**src/rtl/debounce_pkg.sv**
```systemverilog
// Shared types and width helpers for the debounce bank and its per-channel slices.
package debounce_pkg;

  typedef struct packed {
    logic rise;
    logic fall;
  } edge_t;

  // Stable counter must hold values up to STABLE_TICKS.
  function automatic int cnt_w(input int stable_ticks);
    return (stable_ticks < 1) ? 1 : $clog2(stable_ticks + 1);
  endfunction

  // Prescaler counts 0..PRESCALE-1.
  function automatic int pre_w(input int prescale);
    return (prescale < 2) ? 1 : $clog2(prescale);
  endfunction

endpackage

```
**src/rtl/debounce_channel.sv**
```systemverilog
// One debounced bit: synchroniser chain, stable-tick counter, level register
// and registered rise/fall pulses.
module debounce_channel
  import debounce_pkg::*;
#(
  parameter int   SYNC_STAGES  = 2,
  parameter int   STABLE_TICKS = 16,
  parameter logic INIT         = 1'b0
) (
  input  logic  clk,
  input  logic  rst,
  input  logic  tick,
  input  logic  i,
  output logic  o,
  output edge_t pulse
);

  localparam int             CW   = cnt_w(STABLE_TICKS);
  localparam logic [CW-1:0]  LAST = CW'(STABLE_TICKS - 1);

  logic [SYNC_STAGES-1:0] sync_reg;
  logic [CW-1:0]          cnt_reg, cnt_next;
  logic                   level_reg, level_next;
  edge_t                  pulse_reg, pulse_next;
  logic                   s;

  assign s = sync_reg[SYNC_STAGES-1];

  // Any agreeing tick restarts the count, so only an unbroken run flips the level.
  always_comb begin
    cnt_next   = cnt_reg;
    level_next = level_reg;
    pulse_next = '0;
    if (tick) begin
      if (s == level_reg) begin
        cnt_next = '0;
      end else if (cnt_reg == LAST) begin
        cnt_next        = '0;
        level_next      = s;
        pulse_next.rise = s;
        pulse_next.fall = ~s;
      end else begin
        cnt_next = cnt_reg + 1'b1;
      end
    end
  end

  always_ff @(posedge clk) begin
    if (rst) begin
      sync_reg  <= {SYNC_STAGES{INIT}};
      cnt_reg   <= '0;
      level_reg <= INIT;
      pulse_reg <= '0;
    end else begin
      sync_reg  <= {sync_reg[SYNC_STAGES-2:0], i};
      cnt_reg   <= cnt_next;
      level_reg <= level_next;
      pulse_reg <= pulse_next;
    end
  end

  assign o     = level_reg;
  assign pulse = pulse_reg;

endmodule

```
**src/rtl/debounce_bank.sv**
```systemverilog
// Multi-channel debouncer with a shared sample prescaler; optional sticky
// edge flags and IRQ when DEBOUNCE_BANK_IRQ_EN is defined.
module debounce_bank
  import debounce_pkg::*;
#(
  parameter int                  CHANNELS     = 8,
  parameter int                  SYNC_STAGES  = 2,
  parameter int                  PRESCALE     = 5000,
  parameter int                  STABLE_TICKS = 16,
  parameter logic [CHANNELS-1:0] INIT         = '0
) (
  input  logic                clk,
  input  logic                rst,
  input  logic [CHANNELS-1:0] i,
`ifdef DEBOUNCE_BANK_IRQ_EN
  input  logic [CHANNELS-1:0] i_clear,
  output logic [CHANNELS-1:0] o_pending,
  output logic                o_irq,
`endif
  output logic [CHANNELS-1:0] o,
  output logic [CHANNELS-1:0] o_rise,
  output logic [CHANNELS-1:0] o_fall
);

  if (CHANNELS < 1) begin : g_bad_channels
    $error("debounce_bank: CHANNELS must be >= 1");
  end
  if (SYNC_STAGES < 2) begin : g_bad_sync
    $error("debounce_bank: SYNC_STAGES must be >= 2");
  end
  if (PRESCALE < 1) begin : g_bad_prescale
    $error("debounce_bank: PRESCALE must be >= 1");
  end
  if (STABLE_TICKS < 1) begin : g_bad_stable
    $error("debounce_bank: STABLE_TICKS must be >= 1");
  end

  logic tick;

  // Free-running prescaler; never re-phased by input activity.
  if (PRESCALE == 1) begin : g_every_cycle
    assign tick = 1'b1;
  end else begin : g_prescale
    localparam int            PW       = pre_w(PRESCALE);
    localparam logic [PW-1:0] PRE_LAST = PW'(PRESCALE - 1);
    logic [PW-1:0] pre_reg;

    always_ff @(posedge clk) begin
      if (rst) begin
        pre_reg <= '0;
      end else if (pre_reg == PRE_LAST) begin
        pre_reg <= '0;
      end else begin
        pre_reg <= pre_reg + 1'b1;
      end
    end

    assign tick = (pre_reg == PRE_LAST);
  end

  genvar gi;
  for (gi = 0; gi < CHANNELS; gi++) begin : g_ch
    edge_t pulse;

    debounce_channel #(
      .SYNC_STAGES  (SYNC_STAGES),
      .STABLE_TICKS (STABLE_TICKS),
      .INIT         (INIT[gi])
    ) u_channel (
      .clk   (clk),
      .rst   (rst),
      .tick  (tick),
      .i     (i[gi]),
      .o     (o[gi]),
      .pulse (pulse)
    );

    assign o_rise[gi] = pulse.rise;
    assign o_fall[gi] = pulse.fall;
  end

`ifdef DEBOUNCE_BANK_IRQ_EN
  logic [CHANNELS-1:0] pending_reg;

  // A new edge outranks a clear arriving in the same cycle.
  always_ff @(posedge clk) begin
    if (rst) begin
      pending_reg <= '0;
    end else begin
      pending_reg <= (pending_reg & ~i_clear) | o_rise | o_fall;
    end
  end

  assign o_pending = pending_reg;
  assign o_irq     = |pending_reg;
`endif

endmodule
```
**config.mk**
```make
export PLATFORM = sky130hd
export DESIGN_NAME = debounce_bank
export DESIGN_NICKNAME = d
export VERILOG_FILES = /design/src/rtl/debounce_pkg.sv /design/src/rtl/debounce_channel.sv /design/src/rtl/debounce_bank.sv
export SDC_FILE = /design/constraint.sdc
export NUM_CORES = 1
export LEC_CHECK = 0
export ABC_CLOCK_PERIOD_IN_PS = 2800
export CORE_MARGIN = 1.5
export CORE_UTILIZATION = 50
export CTS_CLUSTER_DIAMETER = 120
export DETAILED_ROUTE_END_ITERATION = 12
export PLACE_DENSITY = 0.76
export SYNTH_ARGS = -nofsm -noshare
export SYNTH_HDL_FRONTEND = slang
export SYNTH_SLANG_ARGS = --single-unit
```
**constraint.sdc**
```tcl
create_clock -name clk -period 2.8 [get_ports clk]
set_input_delay 0.56 -clock clk [delete_from_list [all_inputs] [get_ports clk]]
set_output_delay 0.56 -clock clk [all_outputs]
set_load 0.005 [all_outputs]
```
**Word-level counts from Yosys, hierarchy flattened**

Cells that the tools add are included.

- Add/subtract/negate cells: 9
- Eq/ne operators: 17
- Multiplexer cells: 16
- Bitwise logic cells: 25
- Reduce and logical (&&, ||, !) cells: 17

Operators by type and width:

| operator | count |
|---|---|
| 5-bit two-way mux | 16 |
| 5-bit by 1-bit adder with 5-bit output, second input constant | 8 |
| 5-bit by 4-bit == test with 1-bit output, second input constant | 8 |
| 4-bit OR reduction | 8 |
| 1-bit inverter | 25 |
| 3-bit AND reduction | 8 |
| 13-bit by 1-bit adder with 13-bit output, second input constant | 1 |
| 13-bit == test, second input constant | 1 |
| 1-bit == test | 8 |
| 2-bit OR reduction | 1 |

- Bits in registers: 93
- Input port bits: 10
- Output and inout bits: 24
- Word-level logic and storage cells: 125

**Longest topological paths before layout**

- Word-level depth: 3
- Gate-level depth with buffers: 8
- Mapped depth without buffers: 5

**By module**

From an unflattened synthesis, not the netlist that was laid out.

- Cell total of the unflattened synthesis: 432
- Area total of the unflattened synthesis: 4033.9 um^2

Modules (own cells, without submodules):

| module | instances | cells an instance | area each (um^2) | seq. area each (um^2) |
|---|---|---|---|---|
| debounce_channel | 8 | 46 | 434.2 | 200.2 |
| debounce_bank | 1 | 64 | 560.5 | 260.2 |

**Worst setup path after synthesis**

OpenSTA, ideal clock, no wires.

- Path kind: flip-flop to flip-flop
- Start point: register g_prescale.pre_reg[0]
- End point: register g_ch[5].u_channel.cnt_reg[3]
- Setup time: 74 ps
- Arrival time: 1991 ps
- Data required time: 2726 ps
- Path slack: 735 ps
- Stages on the path, launching flop included: 8
- Buffers on the path: 2
- Period minus slack after synthesis: 2065 ps
- Cells stage by stage: dfxtp_1 > ha_1 > and4_1 > clkbuf_1 > nand3_1 > clkbuf_1 > or4_1 > a31oi_1

- Cells in the longest elaborated chain, start to end: 1

RTL lines:

| item | RTL line | source |
|---|---|---|
| start: declaration | debounce_bank.sv:46 | `logic [PW-1:0] pre_reg;` |
| start signal: assignment | debounce_bank.sv:54 | `pre_reg <= pre_reg + 1'b1;` |
| 13-bit == test | debounce_bank.sv:58 | `assign tick = (pre_reg == PRE_LAST);` |
| end signal: assignment | debounce_channel.sv:56 | `cnt_reg <= cnt_next;` |
| end: declaration | debounce_channel.sv:22 | `logic [CW-1:0] cnt_reg, cnt_next;` |

Every way passes these cells.
A chain may end at the register's enable or synchronous reset.

**Worst setup path in the final report**

- Start point: register g_prescale.pre_reg[4]
- End point: register g_ch[1].u_channel.cnt_reg[2]

- Cells in the longest elaborated chain, start to end: 1

RTL lines:

| item | RTL line |
|---|---|
| 13-bit == test | debounce_bank.sv:58 |
| end signal: assignment | debounce_channel.sv:56 |
| end: declaration | debounce_channel.sv:22 |

Every way passes these cells.

==> results.py <==
metrics = {
    "finish": {
        "fill_cells": 668,
        "num_antenna_cells": 0,
        "drive_gt1_share_pct": 6.466,
        "final_area_um2": 4509,
        "multi_input_area_um2": 1902,
        "largest_reg_flops": 40,
        "area_delta_synth_final_pct": 15.40,
        "fin_nets": 478,
        "regArea_um2": 1862,
        "fin_util_pct": 58.97,
    },
    "logic_synthesis": {
        "synth-edff-count": 0,
        "ys_seq_area_share_pct": 47.65,
        "ys_types": 40,
        "synth_top_area_share_pct": 47.65,
        "syn_area_um2": 3907,
        "synth_seq_cells": 93,
        "postSynth.asyncResetShare_pct": 0,
        "ys_top_cells_by_count": "dfxtp_1, nand3_1, nand2_1, nor2_1, a21oi_1",
        "synth_most_common_cell": "dfxtp_1",
        "yosys_warnings": 0,
        "syn_nets": 450,
        "synth_cells": 431,
        "synth_top_cells_by_area": "dfxtp_1, nand3_1, nor3b_1",
        "synth_top_flop_cell": "dfxtp_1",
        "avgSynthCellArea_um2": 9.066,
        "synth_largest_area_cell": "dfxtp_1",
    },
    "setup_path": {
        "path_cells": "or4_4 -> or4_1 -> or4b_1 -> o21ai_1",
        "cp_data_required_time_ns": 3.10,
        "path_depth": 4,
        "slowest_delay_ns": 0.63,
        "reg2reg_slack_ns": 0.50,
        "path_max_fanout": 13,
        "worstSetupPathType": "register to register",
        "endpoint": "g_ch[1].u_channel.cnt_reg[2]",
        "end_kind": "register",
        "crit_buf_inv": 0,
        "r2r_start": "g_prescale.pre_reg[4]",
        "timing.rr.end": "g_ch[1].u_channel.cnt_reg[2]",
        "r2r_cells": 4,
        "cp-startpoint": "g_prescale.pre_reg[4]",
        "cp-start-kind": "register",
        "cpLargestDelayFamily": "simple AND/OR/NAND/NOR gates",
        "critPathSlowestCell": "or4_1",
        "arrival_ns": 2.59,
    },
    "placement": {
        "dp_hpwl_um": 5321,
        "io_buffers": 33,
        "dpl_cell_area_um2": 4299,
        "place.gp.congestion": 0.8430,
    },
    "global_route": {
        "grt_max_degree": 33,
        "grt_pass1_vias": 2882,
        "grt_pass1_wl_um": 13200,
        "grt_usage_pct": 19.73,
        "overflow": 0,
        "antenna_found_initial": 0,
    },
    "status": {
        "status": "finished, final reports clean",
    },
    "floorplan": {
        "ios": 34,
        "chipWidth_um": 91.40,
        "die-area_um2": 8354,
        "start_util_pct": 51.10,
        "core_um2": 7647,
        "row_count": 32,
        "die_h_um": 91.40,
    },
    "routing": {
        "wire_per_inst_um": 13.97,
        "via_per_inst": 5.587,
        "drt-initial-drc-count": 164,
        "antenna_left": 0,
        "drcViolationCount": 0,
        "drt_wl_total_um": 7907,
        "dr.pass1.iters": 4,
        "dr_total_vias": 3162,
    },
    "timing": {
        "finalMaxSlewViolations": 0,
        "rsz0062_at_grt": "false",
        "fmax_mhz": 435.5,
        "holdWs_ns": 0.4466,
        "hold_viol": 0,
        "skew_ns": 0.009091,
        "fin_tns_setup_ns": 0,
        "fin_crit_sh_pct": 82.01,
        "worst_pin_slew_ns": 0.5664,
        "max-slew-margin-rel_pct": 62.07,
        "final-setup-viol-count": 0,
        "period_needed_ns": 2.296,
    },
    "cts": {
        "ctsHoldBuffers": 0,
        "cts_setup_buffers": 0,
        "cts_buffer_depth": 2,
        "postCtsResizedCells": 0,
        "tritoncts": "built",
        "cts_root_buffer": "clkbuf_8",
        "cts_sinks": 93,
        "ctsHtreeMaxLevel": 3,
        "cts_buffers": 9,
        "insertion_delay_ns": 0.36,
        "clk_pin_slew_ns": 0.09,
    },
    "power": {
        "power_frac_comb_pct": 2.8,
        "p_sw_w": 0.0005128,
        "p_int_w": 0.001826,
        "power_frac_clock_pct": 39.6,
        "p_per_area_nw_per_um2": 518.6,
        "seq_power_share_pct": 57.6,
        "swShare_pct": 21.93,
        "ir_drop_mv": 0.3270,
        "p_leak_nw": 1.538,
    },
    "hold_path": {
        "holdCritPathClass": "register to register",
    },
    "run": {
        "cap_violations": 0,
    },
}
-- final cells by class --
class	count	area share, %
Inverter	6	0.4994
Multi-Input combinational cell	308	42.18
Timing Repair Buffer	41	8.546
Clock inverter	5	1.304
Sequential cell	93	41.29
Tap cell	102	2.830
Clock buffer	11	3.357
-- logic make-up (layout without fill, tap and decap cells) --
group / Yosys count / count (layout) / share of synthesized area (%)
adder cells (fa/ha/maj): 9 / 9 / 2.882
multiplexers: 2 / 2 / 0.5123
XOR/XNOR: 23 / 23 / 5.155
buffers and inverters: 30 / 63 / 3.682
flip-flops: 93 / 93 / 47.65
AND/OR/NAND/NOR: 205 / 205 / 29.65
AO/OA/AOI/OAI: 69 / 69 / 10.47
-- how the worst min path moves through the flow --
| stage | startpoint | to | slack, ns | cells past startpoint |
|---|---|---|---|---|
| finish | g_ch[7].u_channel.sync_reg[0] | g_ch[7].u_channel.sync_reg[1] | 0.45 | 1 |
| global route | g_ch[5].u_channel.sync_reg[0] | g_ch[5].u_channel.sync_reg[1] | 0.46 | 1 |
| CTS | g_ch[7].u_channel.sync_reg[0] | g_ch[7].u_channel.sync_reg[1] | 0.45 | 1 |
| detailed placement | g_ch[7].u_channel.sync_reg[0] | g_ch[7].u_channel.sync_reg[1] | 0.43 | 1 |
| global placement | g_ch[3].u_channel.sync_reg[0] | g_ch[3].u_channel.sync_reg[1] | 0.42 | 1 |
| floorplan | g_ch[0].u_channel.sync_reg[0] | g_ch[0].u_channel.sync_reg[1] | 0.41 | 1 |
-- cell usage in the layout (no fill, tap or decap), types with 2 or more instances in the layout --
cell type / instances
o211ai_1: 2
a21oi_1: 32
nand3_1: 39
and4b_1: 4
o21ai_0: 10
nand4_1: 7
nor2_1: 36
nand4b_1: 2
nor4_2: 2
o21ai_1: 2
clkinvlp_4: 2
xnor2_1: 16
nand2b_1: 4
o41ai_1: 8
or4_1: 5
and3_1: 2
nor2b_1: 22
clkbuf_8: 11
clkdlybuf4s50_1: 32
nand3b_1: 6
xor2_1: 7
dfxtp_1: 93
inv_1: 6
nand2_1: 36
o31ai_1: 4
a31oi_1: 9
and2_1: 3
mux2i_1: 2
ha_1: 9
buf_4: 8
nor3_1: 5
nor3b_1: 22
a221oi_1: 2
or4b_1: 4
-- power groups by stage --
stage | clock network [W] | registers (W) | logic (W)
4_1_cts | 0.000942 | 0.00135 | 0.0000647
2_1_floorplan | 0 | 0.00138 | 0.0000418
5_1_grt | 0.00100 | 0.00135 | 0.0000728
3_3_place_gp | 0 | 0.00138 | 0.0000635
3_5_place_dp | 0 | 0.00138 | 0.0000642
6_report | 0.000926 | 0.00135 | 0.0000643
-- stage by stage --
stage | instances | power, W | setup WS (ns)
after floorplan | 431 | 0.001418 | 0.7351
after global placement | 550 | 0.001442 | 0.5940
after detailed placement | 550 | 0.001443 | 0.5091
after CTS | 566 | 0.002355 | 0.4918
after global routing | 566 | 0.002423 | 0.3709
final | 566 | 0.002339 | 0.5036
-- metal layers --
metal	up-vias	global-route usage (%)	share of wire, %
met1	1489	25.09	45
met2	72	31.59	48
li1	1584	-	-
met4	0	9.505	2.2
met5	-	0	0
met3	17	4.355	4.3
(Power assumes the default switching activity.)
